--- src/rtl/pic_pkg.sv ---
// -----------------------------------------------------------------------------
// pic_pkg
// Shared definitions for the CPU-side PIC interrupt-acknowledge sequencer.
// It holds the FSM state encoding, the INTA and bus-direction polarity
// constants, the vector width and a small max helper used to size counters.
// This package has no ports.
// -----------------------------------------------------------------------------
package pic_pkg;

    localparam int VEC_W = 8;

    // INTA is active-low toward the PIC.
    localparam logic INTA_ACTIVE    = 1'b0;
    localparam logic INTA_IDLE      = 1'b1;

    // Data-bus direction as seen by the bus buffer.
    localparam logic DIR_CPU_DRIVES = 1'b1;
    localparam logic DIR_PIC_DRIVES = 1'b0;

    typedef enum logic [2:0] {
        ST_IDLE    = 3'd0,
        ST_P1_LOW  = 3'd1,
        ST_GAP     = 3'd2,
        ST_P2_LOW  = 3'd3,
        ST_HOLD    = 3'd4,
        ST_RECOVER = 3'd5
    } pic_state_t;

    function automatic int max3(input int a, input int b, input int c);
        int m;
        m = (a > b) ? a : b;
        m = (m > c) ? m : c;
        return m;
    endfunction

endpackage

--- src/rtl/pic_inta_sequencer_sync.sv ---
// -----------------------------------------------------------------------------
// pic_int_sync
// SYNC_STAGES-deep flop chain that brings the asynchronous INT line into the
// clk domain. All flops clear on the synchronous active-high reset.
//   i_clk  : clock, rising edge
//   i_rst  : synchronous active-high reset
//   i_d    : asynchronous input
//   o_q    : synchronized output (last flop of the chain)
// -----------------------------------------------------------------------------
module pic_int_sync #(
    parameter int SYNC_STAGES = 2
) (
    input  logic i_clk,
    input  logic i_rst,
    input  logic i_d,
    output logic o_q
);

    logic [SYNC_STAGES-1:0] r_chain;

    // Shift the asynchronous input through the synchronizer chain.
    always_ff @(posedge i_clk) begin
        if (i_rst) begin
            r_chain <= '0;
        end else begin
            r_chain <= {r_chain[SYNC_STAGES-2:0], i_d};
        end
    end

    assign o_q = r_chain[SYNC_STAGES-1];

endmodule

--- src/rtl/pic_inta_sequencer.sv ---
// -----------------------------------------------------------------------------
// pic_inta_sequencer
// Watches the PIC INT line, runs the two-pulse active-low INTA acknowledge
// cycle, turns the data bus toward the CPU during pulse 2, captures the
// vector the PIC drives and hands it to the core over valid/ready.
//
// Optional build macro: PIC_SPURIOUS_CHECK_EN
//   When defined, INT is re-checked on entry to pulse 2. If it has gone away
//   the pulse still completes but no vector is delivered; o_spurious pulses
//   for one cycle and an internal saturating counter r_spurious_cnt counts it.
//   When undefined the vector is always delivered and o_spurious is 0.
//
// Ports:
//   i_clk       : clock, rising edge
//   i_rst       : synchronous active-high reset
//   i_int_in    : INT from PIC, asynchronous, active-high
//   i_if_en     : CPU interrupt-enable flag
//   i_data_in   : vector from PIC bus buffer, valid during pulse 2
//   o_inta_n    : INTA to PIC, active-low
//   o_data_dir  : 1 = CPU drives bus, 0 = PIC drives bus
//   o_vec       : captured vector
//   o_vec_valid : vector available to core
//   i_vec_ready : core accepts vector
//   o_busy      : sequence in progress (state != IDLE)
//   o_spurious  : one-cycle spurious-interrupt flag
// -----------------------------------------------------------------------------
module pic_inta_sequencer
    import pic_pkg::*;
#(
    parameter int PULSE_W     = 2,
    parameter int GAP_W       = 2,
    parameter int SYNC_STAGES = 2,
    parameter int RECOVER_W   = 1
) (
    input  logic             i_clk,
    input  logic             i_rst,
    input  logic             i_int_in,
    input  logic             i_if_en,
    input  logic [VEC_W-1:0] i_data_in,
    output logic             o_inta_n,
    output logic             o_data_dir,
    output logic [VEC_W-1:0] o_vec,
    output logic             o_vec_valid,
    input  logic             i_vec_ready,
    output logic             o_busy,
    output logic             o_spurious
);

    localparam int CNT_W = $clog2(max3(PULSE_W, GAP_W, RECOVER_W) + 1);

    // Counters count down from W-1 so each state lasts exactly W cycles.
    localparam logic [CNT_W-1:0] PULSE_LD   = CNT_W'(PULSE_W - 1);
    localparam logic [CNT_W-1:0] GAP_LD     = CNT_W'(GAP_W - 1);
    localparam logic [CNT_W-1:0] RECOVER_LD = CNT_W'(RECOVER_W - 1);

    logic             w_int_s;
    logic             w_last;
    logic             w_spur;
    logic             w_deliver;
    pic_state_t       r_state;
    pic_state_t       w_state_nxt;
    logic [CNT_W-1:0] r_cnt;
    logic [CNT_W-1:0] w_cnt_nxt;

    logic             w_inta_n_nxt;
    logic             w_data_dir_nxt;
    logic [VEC_W-1:0] w_vec_nxt;
    logic             w_vec_valid_nxt;
    logic             w_busy_nxt;

    pic_int_sync #(
        .SYNC_STAGES (SYNC_STAGES)
    ) u_sync (
        .i_clk (i_clk),
        .i_rst (i_rst),
        .i_d   (i_int_in),
        .o_q   (w_int_s)
    );

    assign w_last = (r_cnt == '0);

`ifdef PIC_SPURIOUS_CHECK_EN
    logic       r_spur_flag;
    logic       r_spurious;
    logic [7:0] r_spurious_cnt;

    assign w_spur = r_spur_flag;

    // Latch the INT level seen on entry to pulse 2 and count spurious cycles.
    always_ff @(posedge i_clk) begin
        if (i_rst) begin
            r_spur_flag    <= 1'b0;
            r_spurious     <= 1'b0;
            r_spurious_cnt <= 8'd0;
        end else begin
            if ((r_state == ST_GAP) && (w_state_nxt == ST_P2_LOW)) begin
                r_spur_flag <= ~w_int_s;
            end else begin
                r_spur_flag <= r_spur_flag;
            end
            r_spurious <= (r_state == ST_P2_LOW) && w_last && r_spur_flag;
            if ((r_state == ST_P2_LOW) && w_last && r_spur_flag &&
                (r_spurious_cnt != 8'hFF)) begin
                r_spurious_cnt <= r_spurious_cnt + 8'd1;
            end else begin
                r_spurious_cnt <= r_spurious_cnt;
            end
        end
    end

    assign o_spurious = r_spurious;
`else
    assign w_spur     = 1'b0;
    assign o_spurious = 1'b0;
`endif

    // Vector is delivered on the last pulse-2 edge unless flagged spurious.
    assign w_deliver = (r_state == ST_P2_LOW) && w_last && !w_spur;

    // State, counter and registered outputs.
    always_ff @(posedge i_clk) begin
        if (i_rst) begin
            r_state     <= ST_IDLE;
            r_cnt       <= '0;
            o_inta_n    <= INTA_IDLE;
            o_data_dir  <= DIR_CPU_DRIVES;
            o_vec       <= '0;
            o_vec_valid <= 1'b0;
            o_busy      <= 1'b0;
        end else begin
            r_state     <= w_state_nxt;
            r_cnt       <= w_cnt_nxt;
            o_inta_n    <= w_inta_n_nxt;
            o_data_dir  <= w_data_dir_nxt;
            o_vec       <= w_vec_nxt;
            o_vec_valid <= w_vec_valid_nxt;
            o_busy      <= w_busy_nxt;
        end
    end

    // Next-state and counter reload; every state entry reloads the counter.
    always_comb begin
        w_state_nxt = r_state;
        w_cnt_nxt   = r_cnt;
        case (r_state)
            ST_IDLE: begin
                if (w_int_s && i_if_en) begin
                    w_state_nxt = ST_P1_LOW;
                    w_cnt_nxt   = PULSE_LD;
                end else begin
                    w_cnt_nxt   = '0;
                end
            end
            ST_P1_LOW: begin
                if (w_last) begin
                    w_state_nxt = ST_GAP;
                    w_cnt_nxt   = GAP_LD;
                end else begin
                    w_cnt_nxt   = r_cnt - 1'b1;
                end
            end
            ST_GAP: begin
                if (w_last) begin
                    w_state_nxt = ST_P2_LOW;
                    w_cnt_nxt   = PULSE_LD;
                end else begin
                    w_cnt_nxt   = r_cnt - 1'b1;
                end
            end
            ST_P2_LOW: begin
                if (w_last && w_spur) begin
                    w_state_nxt = ST_RECOVER;
                    w_cnt_nxt   = RECOVER_LD;
                end else if (w_last) begin
                    w_state_nxt = ST_HOLD;
                    w_cnt_nxt   = '0;
                end else begin
                    w_cnt_nxt   = r_cnt - 1'b1;
                end
            end
            ST_HOLD: begin
                if (o_vec_valid && i_vec_ready) begin
                    w_state_nxt = ST_RECOVER;
                    w_cnt_nxt   = RECOVER_LD;
                end else begin
                    w_cnt_nxt   = '0;
                end
            end
            ST_RECOVER: begin
                if (w_last) begin
                    w_state_nxt = ST_IDLE;
                    w_cnt_nxt   = '0;
                end else begin
                    w_cnt_nxt   = r_cnt - 1'b1;
                end
            end
            default: begin
                w_state_nxt = ST_IDLE;
                w_cnt_nxt   = '0;
            end
        endcase
    end

    // Output values for the next cycle, derived from the upcoming state.
    always_comb begin
        w_inta_n_nxt    = INTA_IDLE;
        w_data_dir_nxt  = DIR_CPU_DRIVES;
        w_vec_nxt       = o_vec;
        w_vec_valid_nxt = o_vec_valid;
        w_busy_nxt      = (w_state_nxt != ST_IDLE);

        if ((w_state_nxt == ST_P1_LOW) || (w_state_nxt == ST_P2_LOW)) begin
            w_inta_n_nxt = INTA_ACTIVE;
        end else begin
            w_inta_n_nxt = INTA_IDLE;
        end

        if (w_state_nxt == ST_P2_LOW) begin
            w_data_dir_nxt = DIR_PIC_DRIVES;
        end else begin
            w_data_dir_nxt = DIR_CPU_DRIVES;
        end

        if (w_deliver) begin
            w_vec_nxt       = i_data_in;
            w_vec_valid_nxt = 1'b1;
        end else if ((r_state == ST_HOLD) && o_vec_valid && i_vec_ready) begin
            w_vec_valid_nxt = 1'b0;
        end else begin
            w_vec_valid_nxt = o_vec_valid;
        end
    end

endmodule

--- config.mk ---
export PLATFORM = sky130hd
export DESIGN_NAME = pic_inta_sequencer
export DESIGN_NICKNAME = d
export VERILOG_FILES = /design/src/rtl/pic_pkg.sv /design/src/rtl/pic_inta_sequencer_sync.sv /design/src/rtl/pic_inta_sequencer.sv
export SDC_FILE = /design/constraint.sdc
export NUM_CORES = 1
export LEC_CHECK = 0
export CORE_MARGIN = 5
export CORE_UTILIZATION = 40
export CTS_BUF_LIST = sky130_fd_sc_hd__clkbuf_4 sky130_fd_sc_hd__clkbuf_8
export DETAILED_ROUTE_END_ITERATION = 12
export HOLD_SLACK_MARGIN = 0.06
export PLACE_DENSITY = 0.72
export SYNTH_ARGS = -nofsm -noshare
export SYNTH_HDL_FRONTEND = slang
export SYNTH_HIERARCHICAL = 1
export SYNTH_SLANG_ARGS = --single-unit
--- constraint.sdc ---
create_clock -name i_clk -period 3.15 [get_ports i_clk]
set_input_delay 0.63 -clock i_clk [delete_from_list [all_inputs] [get_ports i_clk]]
set_output_delay 0.63 -clock i_clk [all_outputs]
set_load 0.01 [all_outputs]
# Word level (Yosys, flattened, before mapping)
# Index checks and enable logic that the tools add are counted.
# W data, S select, Z words.
# word_totals
register_bits,19
out_inout_bits,13
input_bits,13
# classes
n_reduce_logical,12
n_mux,15
n_addsub,1
eq_ne,7
# op_table
op,n
$mux W3,6
$pmux W3 S6,1
$eq A3 B2 Y1 const B,3
$eq A3 B1 Y1 const B,2
$eq A3 B3 Y1 const B,2
$pmux W2 S3,1
$logic_and A1 B1 Y1,5
$mux W1,5
$mux W2,2
$reduce_or A2 Y1,2
$logic_not A3 Y1,1
$reduce_bool A3 Y1,1
$logic_not A2 Y1,1
$reduce_bool A2 Y1,1
$sub A2 B1 Y2 const B,1
$logic_or A1 B1 Y1,1

# Logic depth before layout (Yosys ltp)
# Gate-level depths: netlist (run 1).
# logic_depth
word_depth,6
depth_mapped,6

# Cells and area by module
# The synthesis (run 1) kept the hierarchy.
# by_module_without_submodules
module,instances,cells_each,area_per_inst_um2
pic_inta_sequencer,1,71,681.9
pic_int_sync,1,4,52.6

# Least setup slack after synthesis (run 1)
# No wires, ideal clock.
# synth_timing
path_type,in2reg
from,input i_rst
to,register o_inta_n
stages,3
arrival_time_ps,1073
path_slack_ps,1952
t_required_ps,3025
setup_ps,125
cell_sequence,a21o_1 -> a41oi_2 -> nand3_1
# synth_lines
item,line,text
from (decl),pic_inta_sequencer.sv:36,"input logic i_rst,"
to (signal assigned),pic_inta_sequencer.sv:133,o_inta_n <= w_inta_n_nxt;
to (decl),pic_inta_sequencer.sv:40,"output logic o_inta_n,"

==> results.sh, run 1 <==
export IMPL_die_area_sq_mm=0.002793
export IMPL_ctsResizeCount=0
export IMPL_rsz0062_at_grt="false"
export IMPL_crit_type="input pin to register"
export IMPL_drv_cap=0
export IMPL_pin_count=26
export IMPL_core_area_sq_mm=0.001745
export IMPL_setup_viol=0
export IMPL_finalPower_mw=0.4131
export IMPL_grt_usage_pct=12.02
export IMPL_final_util_pct=57.35
export IMPL_ys_warn_count=6
export IMPL_tightest_slew_ps=542.8
export IMPL_ant_nets=0
export IMPL_timing_final_crit_share_pct=58.43
export IMPL_nFillCells=167
export IMPL_cp_max_fo=15
export IMPL_dieHeight_microns=52.85
export IMPL_ys_top_cells_by_count="dfxtp_1 (19), nor2_1 (13), mux2i_1 (8)"
export IMPL_cts_sinks=19
export IMPL_endpoint_kind="register"
export IMPL_synthArstFlopShare_pct=0
export IMPL_clk_pin_slew_ps=110
export IMPL_slew_viol_final=0
export IMPL_first_pass_iters=4
export IMPL_skew_ps=6.790
export IMPL_synth_nets=88
export IMPL_root_buffer="clkbuf_4"
export IMPL_synth_seq_area_share_pct=51.79
export IMPL_status="finished clean"
export IMPL_syn2layout_area_growth_pct=36.29
export IMPL_yosysMostFrequentCell="dfxtp_1"
export IMPL_num_antenna_cells=0
export IMPL_antenna_found_initial=0
export IMPL_relSlewSlack_pct=63.72
export IMPL_grt_pass1_vias=577
export IMPL_drt_iter0_drc=5
export IMPL_fin_nets=112
export IMPL_wl_microns=1487
export IMPL_ys_ff_latch=19
export IMPL_hold_worst_slack_ps=452.5
export IMPL_cts_tree="yes"
export IMPL_min_path_type="register to register"
export IMPL_syn_area_per_cell_sq_um=9.793
export IMPL_io_buffers=24
export IMPL_syn_inst=75
export IMPL_dpl_hpwl_microns=1101
export IMPL_timing_final_crit_period_ps=1840
export IMPL_seq_area_sq_um=380.4
export IMPL_synth_cell_types=26
export IMPL_hold_viol=0
export IMPL_synth_area_leader_cell="dfxtp_1"
export IMPL_p_leak_nw=0.4096
export IMPL_clockBufferDepth=2
export IMPL_gr_total_overflow=0
export IMPL_vdd_ir_drop_max_v=0.0002009
export IMPL_multiInputGateArea_sq_um=314.1
export IMPL_layout_drive_gt1_share_pct=7.143
export IMPL_max_freq_ghz=0.5433
export IMPL_cp_required_ps=3310
export IMPL_initial_core_util_pct=42.08
export IMPL_cts_setup_buffers=0
export IMPL_cts_inserted_buffers=3
export IMPL_yosys_top_cells_area="dfxtp_1 (52%), mux2i_1 (11%), nor2_1 (6.6%)"
export IMPL_vias=582
export IMPL_arrival_ps=2000
export IMPL_place_ws_ps=984.4
export IMPL_wire_per_inst_microns=12.09
export IMPL_drc_errors=0
export IMPL_gp_congestion=0.8054
export IMPL_grt_max_degree=16
export IMPL_synth_edff_count=0
export IMPL_synth_top_area_share_pct=51.79
export IMPL_clk_latency_ps=290
export IMPL_holdBufCountCts=0
export IMPL_synth_ff_type="dfxtp_1"
export IMPL_start_kind="input pin"
export IMPL_viasPerCell=4.732
export IMPL_cts_max_level=1
export IMPL_fin_ws_ps=1310
export IMPL_row_count=15
export IMPL_grt_first_pass_wirelength_microns=2490
export IMPL_dieWidth_microns=52.85
export IMPL_fin_tns_setup_ps=0
export IMPL_power_density_mw_per_mm2=412.8
export IMPL_netlist_area_sq_um=734.5
==> critical path, cell delays in order <==
cell	delay, ps
clkdlybuf4s50_1	680
a21o_1	320
a41oi_2	250
nand3_1	110
==> cell usage in the layout, fill, tap and decap left out, types with 2 or more instances in the layout <==
cell type	n
nand2_1	5
mux2i_1	8
dfxtp_1	19
o21ai_0	2
a21oi_1	4
clkdlybuf4s50_1	24
nor3_1	2
nor2_1	13
clkbuf_4	3
nor2b_1	2
nand3_1	2
inv_1	2
==> final cells by class <==
class	instances	area share, %
Tap cell	25	3.125
Multi-Input combinational cell	49	31.37
Clock inverter	1	0.5000
Clock buffer	3	2.250
Timing Repair Buffer	24	24.00
Inverter	2	0.7500
Sequential cell	19	38.00
==> state kept, by name, indices dropped and copies added (netlist names) <==
register / cells
o_busy: 1
o_data_dir: 1
o_inta_n: 1
o_vec: 8
o_vec_valid: 1
r_cnt: 2
r_state: 3
u_sync/r_chain: 2
==> cell families (layout without fill, tap and decap cells) <==
group                     count (synthesis)  count (layout)  share of synthesized area [%]
buffers and inverters                     7              30                          5.450
other                                     1               1                         0.5106
muxes                                     8               8                          10.90
xor gates and xnor gates                  2               2                          2.385
DFF                                      19              19                          51.79
and+or+nand+nor                          28              28                          19.42
AOI/OAI and AO/OA                        10              10                          9.542
==> per-layer routing <==
metal	vias to the layer above	GRT usage, %	part of all wire (%)
met5	-	0	0
met4	0	3.830	0.94
met3	2	4.225	7.1
met2	26	18.18	44
met1	259	15.83	48
li1	295	-	-
==> power breakdown <==
group / switching [mW] / internal (mW) / total (mW)
combinational: 0.0171 / 0.0260 / 0.0431
sequential: 0.00547 / 0.246 / 0.252
clock: 0.0711 / 0.0472 / 0.118
total: 0.0937 / 0.319 / 0.413
==> per-stage QoR <==
step | cells | instance area (sq um)
floorplan | 75 | 734.5
global placement | 119 | 973.4
detailed placement | 119 | 973.4
CTS | 123 | 1001
global route | 123 | 1001
finish | 123 | 1001
==> path summary, 6_finish.rpt <==
path | startpoint | endpoint | slack, ps | cells past startpoint
worst max-delay path | i_rst | o_inta_n | 1310 | 4
worst min-delay path | u_sync/r_chain[0] | u_sync/r_chain[1] | 450 | 1
worst max register to register | r_state[2] | o_vec[5] | 1640 | 4
worst min register to register | u_sync/r_chain[0] | u_sync/r_chain[1] | 450 | 1
Power figures use the tool's default switching activity.
==> run 2: changes to the inputs <==
- clock period: 3.15 -> 1.7 ns (I/O delays scaled with it)
==> run 2 against run 1 <==
Against the previous run: final cell count up 2.4%; clock-buffer cell count up 1; clock skew down 4.7 ps; via count up 1.4%; final area up 2.5%; flip-flop and latch count unchanged; clock power up 100%; critical endpoint is now o_vec_valid; largest cell class unchanged.
==> results.sh, run 2 (same netlist as run 1, synthesis figures left out) <==
export IMPL_status="finished clean"
export IMPL_dieWidth_microns=52.85
export IMPL_grt_usage_pct=13.22
export IMPL_p_leak_nw=0.4234
export IMPL_placed_cells=122
export IMPL_drt_iter0_drc=2
export IMPL_initial_core_util_pct=42.08
export IMPL_gp_congestion=0.8352
export IMPL_max_freq_ghz=0.6431
export IMPL_cts_inserted_buffers=3
export IMPL_dpl_hpwl_microns=1099
export IMPL_syn2layout_area_growth_pct=39.69
export IMPL_grt_pass1_vias=624
export IMPL_cp_required_ps=1360
export IMPL_vias=590
export IMPL_ctsResizeCount=0
export IMPL_drv_cap=0
export IMPL_place_ws_ps=271.1
export IMPL_dieHeight_microns=52.85
export IMPL_pin_count=26
export IMPL_multiInputGateArea_sq_um=314.1
export IMPL_row_count=15
export IMPL_min_path_type="register to register"
export IMPL_seq_area_sq_um=380.4
export IMPL_wire_per_inst_microns=11.81
export IMPL_worstPathBufferInverterCount=1
export IMPL_vdd_ir_drop_max_v=0.0003658
export IMPL_holdBufCountCts=0
export IMPL_nFillCells=161
export IMPL_layout_drive_gt1_share_pct=9.901
export IMPL_design_area_sq_mm=0.001026
export IMPL_viasPerCell=4.683
export IMPL_gr_total_overflow=0
export IMPL_slowest_delay_ps=550
export IMPL_ant_nets=0
export IMPL_setup_viol=0
export IMPL_timing_final_crit_period_ps=1555
export IMPL_fin_ws_ps=145.1
export IMPL_wl_microns=1488
export IMPL_mostFrequentLayoutCell="clkdlybuf4s50_1"
export IMPL_cts_max_level=1
export IMPL_cts_sinks=19
export IMPL_root_buffer="clkbuf_4"
export IMPL_num_antenna_cells=0
export IMPL_clk_pin_slew_ps=100
export IMPL_largest_register="o_vec"
export IMPL_final_cells=126
export IMPL_largest_reg_flops=8
export IMPL_start_kind="register"
export IMPL_grt_max_degree=15
export IMPL_core_area_sq_mm=0.001745
export IMPL_fin_nets=115
export IMPL_clockBufferDepth=2
export IMPL_first_pass_iters=3
export IMPL_detailed_place_area_sq_um=996.0
export IMPL_io_buffers=24
export IMPL_skew_ps=2.066
export IMPL_endpoint_kind="output pin"
export IMPL_cts_tree="yes"
export IMPL_cts_setup_buffers=0
export IMPL_grt_first_pass_wirelength_microns=2656
export IMPL_fin_tns_setup_ps=0
export IMPL_crit_family="buffers and inverters"
export IMPL_reg_top3="o_vec x8, r_state x3"
export IMPL_crit_type="register to output pin"
export IMPL_crit_chain="clkdlybuf4s50_1"
export IMPL_antenna_found_initial=0
export IMPL_mostFrequentLayoutCells="clkdlybuf4s50_1 (24), dfxtp_1 (19), nor2_1 (13), mux2i_1 (8), nand2_1 (5)"
export IMPL_hold_viol=0
export IMPL_crit_path_top_delay_cell="clkdlybuf4s50_1"
export IMPL_die_area_sq_mm=0.002793
export IMPL_clk_latency_ps=290
export IMPL_rsz0062_at_grt="false"
export IMPL_slew_viol_final=0
export IMPL_drc_errors=0
export IMPL_power_density_mw_per_mm2=767.8
export IMPL_timing_final_crit_share_pct=91.47
export IMPL_final_util_pct=58.78
export IMPL_cp_max_fo=3
export IMPL_arrival_ps=1210
==> run 2: final timing paths <==
path                     startpoint                end  slack, ps  depth (start not counted)
setup / recovery        o_vec_valid        o_vec_valid        150                          1
hold / removal    u_sync/r_chain[0]  u_sync/r_chain[1]        460                          1
setup reg to reg         r_state[0]           o_vec[7]        380                          5
hold reg to reg   u_sync/r_chain[0]  u_sync/r_chain[1]        460                          1
==> run 2: area by class of cell <==
type | instances | share of cell area, %
flip-flops and latches | 19 | 37.07
multi-input cells | 49 | 30.61
repair buffers | 27 | 25.61
well taps | 25 | 3.049
clock buffers | 4 | 2.927
inverters | 2 | 0.7317
==> run 2: routing by layer <==
metal	track usage, %	routed length [microns]	vias up	share of wire, %
li1	-	-	301	-
met3	4.507	131	3	8.8
met1	16.06	696	264	47
met2	20.04	622	22	42
met4	7.660	38	0	2.6
met5	0	0	-	0
==> run 2: power breakdown <==
group,switching (mW),internal [mW]
clock network,0.132,0.107
registers,0.00996,0.456
logic,0.0318,0.0500
==> run 2: metrics by stage <==
stage               power (mW)  hold WS [ps]
global placement        0.5574         419.7
floorplan               0.5140         411.6
detailed placement      0.5587         439.0
CTS                     0.8044         461.7
global route            0.8263         473.2
finish                  0.7878         459.0
==> run 3: changes to the inputs <==
- PLACE_DENSITY: 0.72 -> 0.75
- clock period: 1.7 -> 1.3 ns (I/O delays scaled with it)
==> run 3 against run 2 <==
Against the previous run: clock-buffer cell count is the same; combinational power grew 39%; global-route usage fell by 0.37 points; flip-flop and latch count stayed put; setup slack got worse by 30 ps; non-clock buffer count increased by 5; via count up 3.7%; final cell count grew 4.0%; critical path type is now register to register; highest routed layer is now met3.
==> results.sh, run 3 (same netlist as run 1, synthesis figures left out) <==
export IMPL_largest_register="o_vec"
export IMPL_vias=612
export IMPL_crit_chain="nor2_2 -> nand4_1 -> a41oi_2 -> nand3_1"
export IMPL_power_density_mw_per_mm2=976.8
export IMPL_viasPerCell=4.672
export IMPL_row_count=15
export IMPL_detailed_place_area_sq_mm=0.001026
export IMPL_gp_congestion=0.8770
export IMPL_p_int_mw=0.8052
export IMPL_r2r_slack_ps=110
export IMPL_cts_sinks=19
export IMPL_dieHeight_microns=52.85
export IMPL_max_freq_ghz=0.8437
export IMPL_cp_max_fo=5
export IMPL_share_comb_of_total_power_pct=11.0
export IMPL_dieWidth_microns=52.85
export IMPL_first_pass_iters=4
export IMPL_timing_final_crit_share_pct=91.18
export IMPL_min_path_type="register to register"
export IMPL_initial_core_util_pct=42.08
export IMPL_crit_path_top_delay_cell="dfxtp_2"
export IMPL_r2r_start="r_state[1]"
export IMPL_worstSetupEndpoint="o_inta_n"
export IMPL_cts_max_level=1
export IMPL_vdd_ir_drop_max_v=0.0006449
export IMPL_root_buffer="clkbuf_4"
export IMPL_placed_cells=126
export IMPL_setup_viol=0
export IMPL_wire_per_inst_microns=11.57
export IMPL_pwr_share_seq_pct=59.1
export IMPL_die_area_sq_mm=0.002793
export IMPL_nFillCells=163
export IMPL_slowest_delay_ps=360
export IMPL_startpoint="r_state[1]"
export IMPL_grt_first_pass_wirelength_microns=2615
export IMPL_rsz0062_at_grt="false"
export IMPL_pin_count=26
export IMPL_syn2layout_area_growth_pct=43.61
export IMPL_r2r_end="o_inta_n"
export IMPL_mostFrequentLayoutCells="dfxtp_1 (16), nor2_1 (12), clkdlybuf4s50_1 (12), dlygate4sd2_1 (12)"
export IMPL_final_cells=131
export IMPL_endpoint_kind="register"
export IMPL_mostFrequentLayoutCell="dfxtp_1"
export IMPL_skew_ps=0.5742
export IMPL_drc_errors=0
export IMPL_cp_required_ps=1480
export IMPL_gr_total_overflow=0
export IMPL_status="finished clean"
export IMPL_core_area_sq_mm=0.001745
export IMPL_power_switching_mw=0.2251
export IMPL_timing_final_crit_period_ps=1185
export IMPL_cts_tree="yes"
export IMPL_arrival_ps=1360
export IMPL_io_buffers=24
export IMPL_clkPwrFrac_pct=29.9
export IMPL_drt_iter0_drc=5
export IMPL_worstPathBufferInverterCount=0
export IMPL_grt_max_degree=15
export IMPL_drv_cap=0
export IMPL_grt_usage_pct=12.85
export IMPL_grt_pass1_vias=640
export IMPL_reg_top3="o_vec x8, r_state x3"
export IMPL_crit_family="simple AND/OR/NAND/NOR gates"
export IMPL_cts_inserted_buffers=3
export IMPL_design_area_sq_mm=0.001055
export IMPL_ff2ff_path_depth=4
export IMPL_p_sw_share_pct=21.84
export IMPL_dpl_hpwl_microns=1148
export IMPL_cp_depth=4
export IMPL_antenna_found_initial=0
export IMPL_p_leak_nw=0.4950
export IMPL_slew_viol_final=0
export IMPL_wl_microns=1516
export IMPL_num_antenna_cells=0
export IMPL_clockBufferDepth=2
export IMPL_crit_type="register to register"
export IMPL_seq_area_sq_um=384.1
export IMPL_clk_pin_slew_ps=100
export IMPL_ant_nets=0
export IMPL_hold_viol=0
export IMPL_layout_drive_gt1_share_pct=17.92
export IMPL_clk_latency_ps=290
export IMPL_start_kind="register"
export IMPL_multiInputGateArea_sq_um=316.6
export IMPL_largest_reg_flops=8
export IMPL_fin_nets=120
==> run 3: cell types whose count changed in the layout (fill, tap and decap cells not counted), sizes merged <==
cell           change
clkdlybuf4s50     -12
buf                +5
dlygate4sd2       +12
==> run 3: worst min path at each step <==
stage                                 start  cells past startpoint  slack, ps           endpoint
after floorplan                       i_rst                      1        330  u_sync/r_chain[0]
after global routing      u_sync/r_chain[0]                      1        490  u_sync/r_chain[1]
after global placement    u_sync/r_chain[0]                      1        420  u_sync/r_chain[1]
after detailed placement  u_sync/r_chain[0]                      1        440  u_sync/r_chain[1]
after CTS                 u_sync/r_chain[0]                      1        460  u_sync/r_chain[1]
final                     u_sync/r_chain[0]                      1        460  u_sync/r_chain[1]
==> run 3: area by class of cell <==
type                       count  share of cell area (%)
clock buffer                   4                   2.847
multi-input combinational     49                   30.01
sequential                    19                   36.42
tap                           25                   2.966
inverter                       2                  0.7117
timing repair buffer          32                   27.05
==> run 3: power by group through the flow <==
stage	sequential [mW]	combinational (mW)	clock [mW]
2_1_floorplan	0.621	0.0516	0
3_3_place_gp	0.621	0.113	0
3_5_place_dp	0.622	0.114	0
4_1_cts	0.608	0.111	0.326
5_1_grt	0.612	0.123	0.357
6_report	0.609	0.114	0.308
==> run 3: metal layers <==
layer	vias up	global-route usage (%)	routed length [microns]
met5	-	0	0
li1	313	-	-
met3	0	3.099	88
met4	0	6.383	0
met1	277	15.15	732
met2	22	21.49	695
==> run 3: stage by stage <==
step / TNS (ps) / utilization, % / hold WS [ps] / power, mW / setup slack [ps]
after global placement: -57.31 / 58.78 / 420.7 / 0.7341 / -51.09
after global routing: 0 / 60.43 / 486.7 / 1.093 / 3.755
after detailed placement: -61.38 / 58.78 / 444.3 / 0.7358 / -46.41
after CTS: 0 / 59.64 / 463.0 / 1.045 / 20.35
final: 0 / 60.43 / 457.9 / 1.030 / 114.7
after floorplan: 0 / - / 331.6 / 0.6722 / 128.1
==> run 3: repair_timing <==
item                                    CTS  global route
resized for setup                        12             4
endpoints found under the hold margin     0             0
endpoints found under the setup margin   12            11
setup buffers                             0             1
pin swaps                                 0             1
hold buffers                              0             0
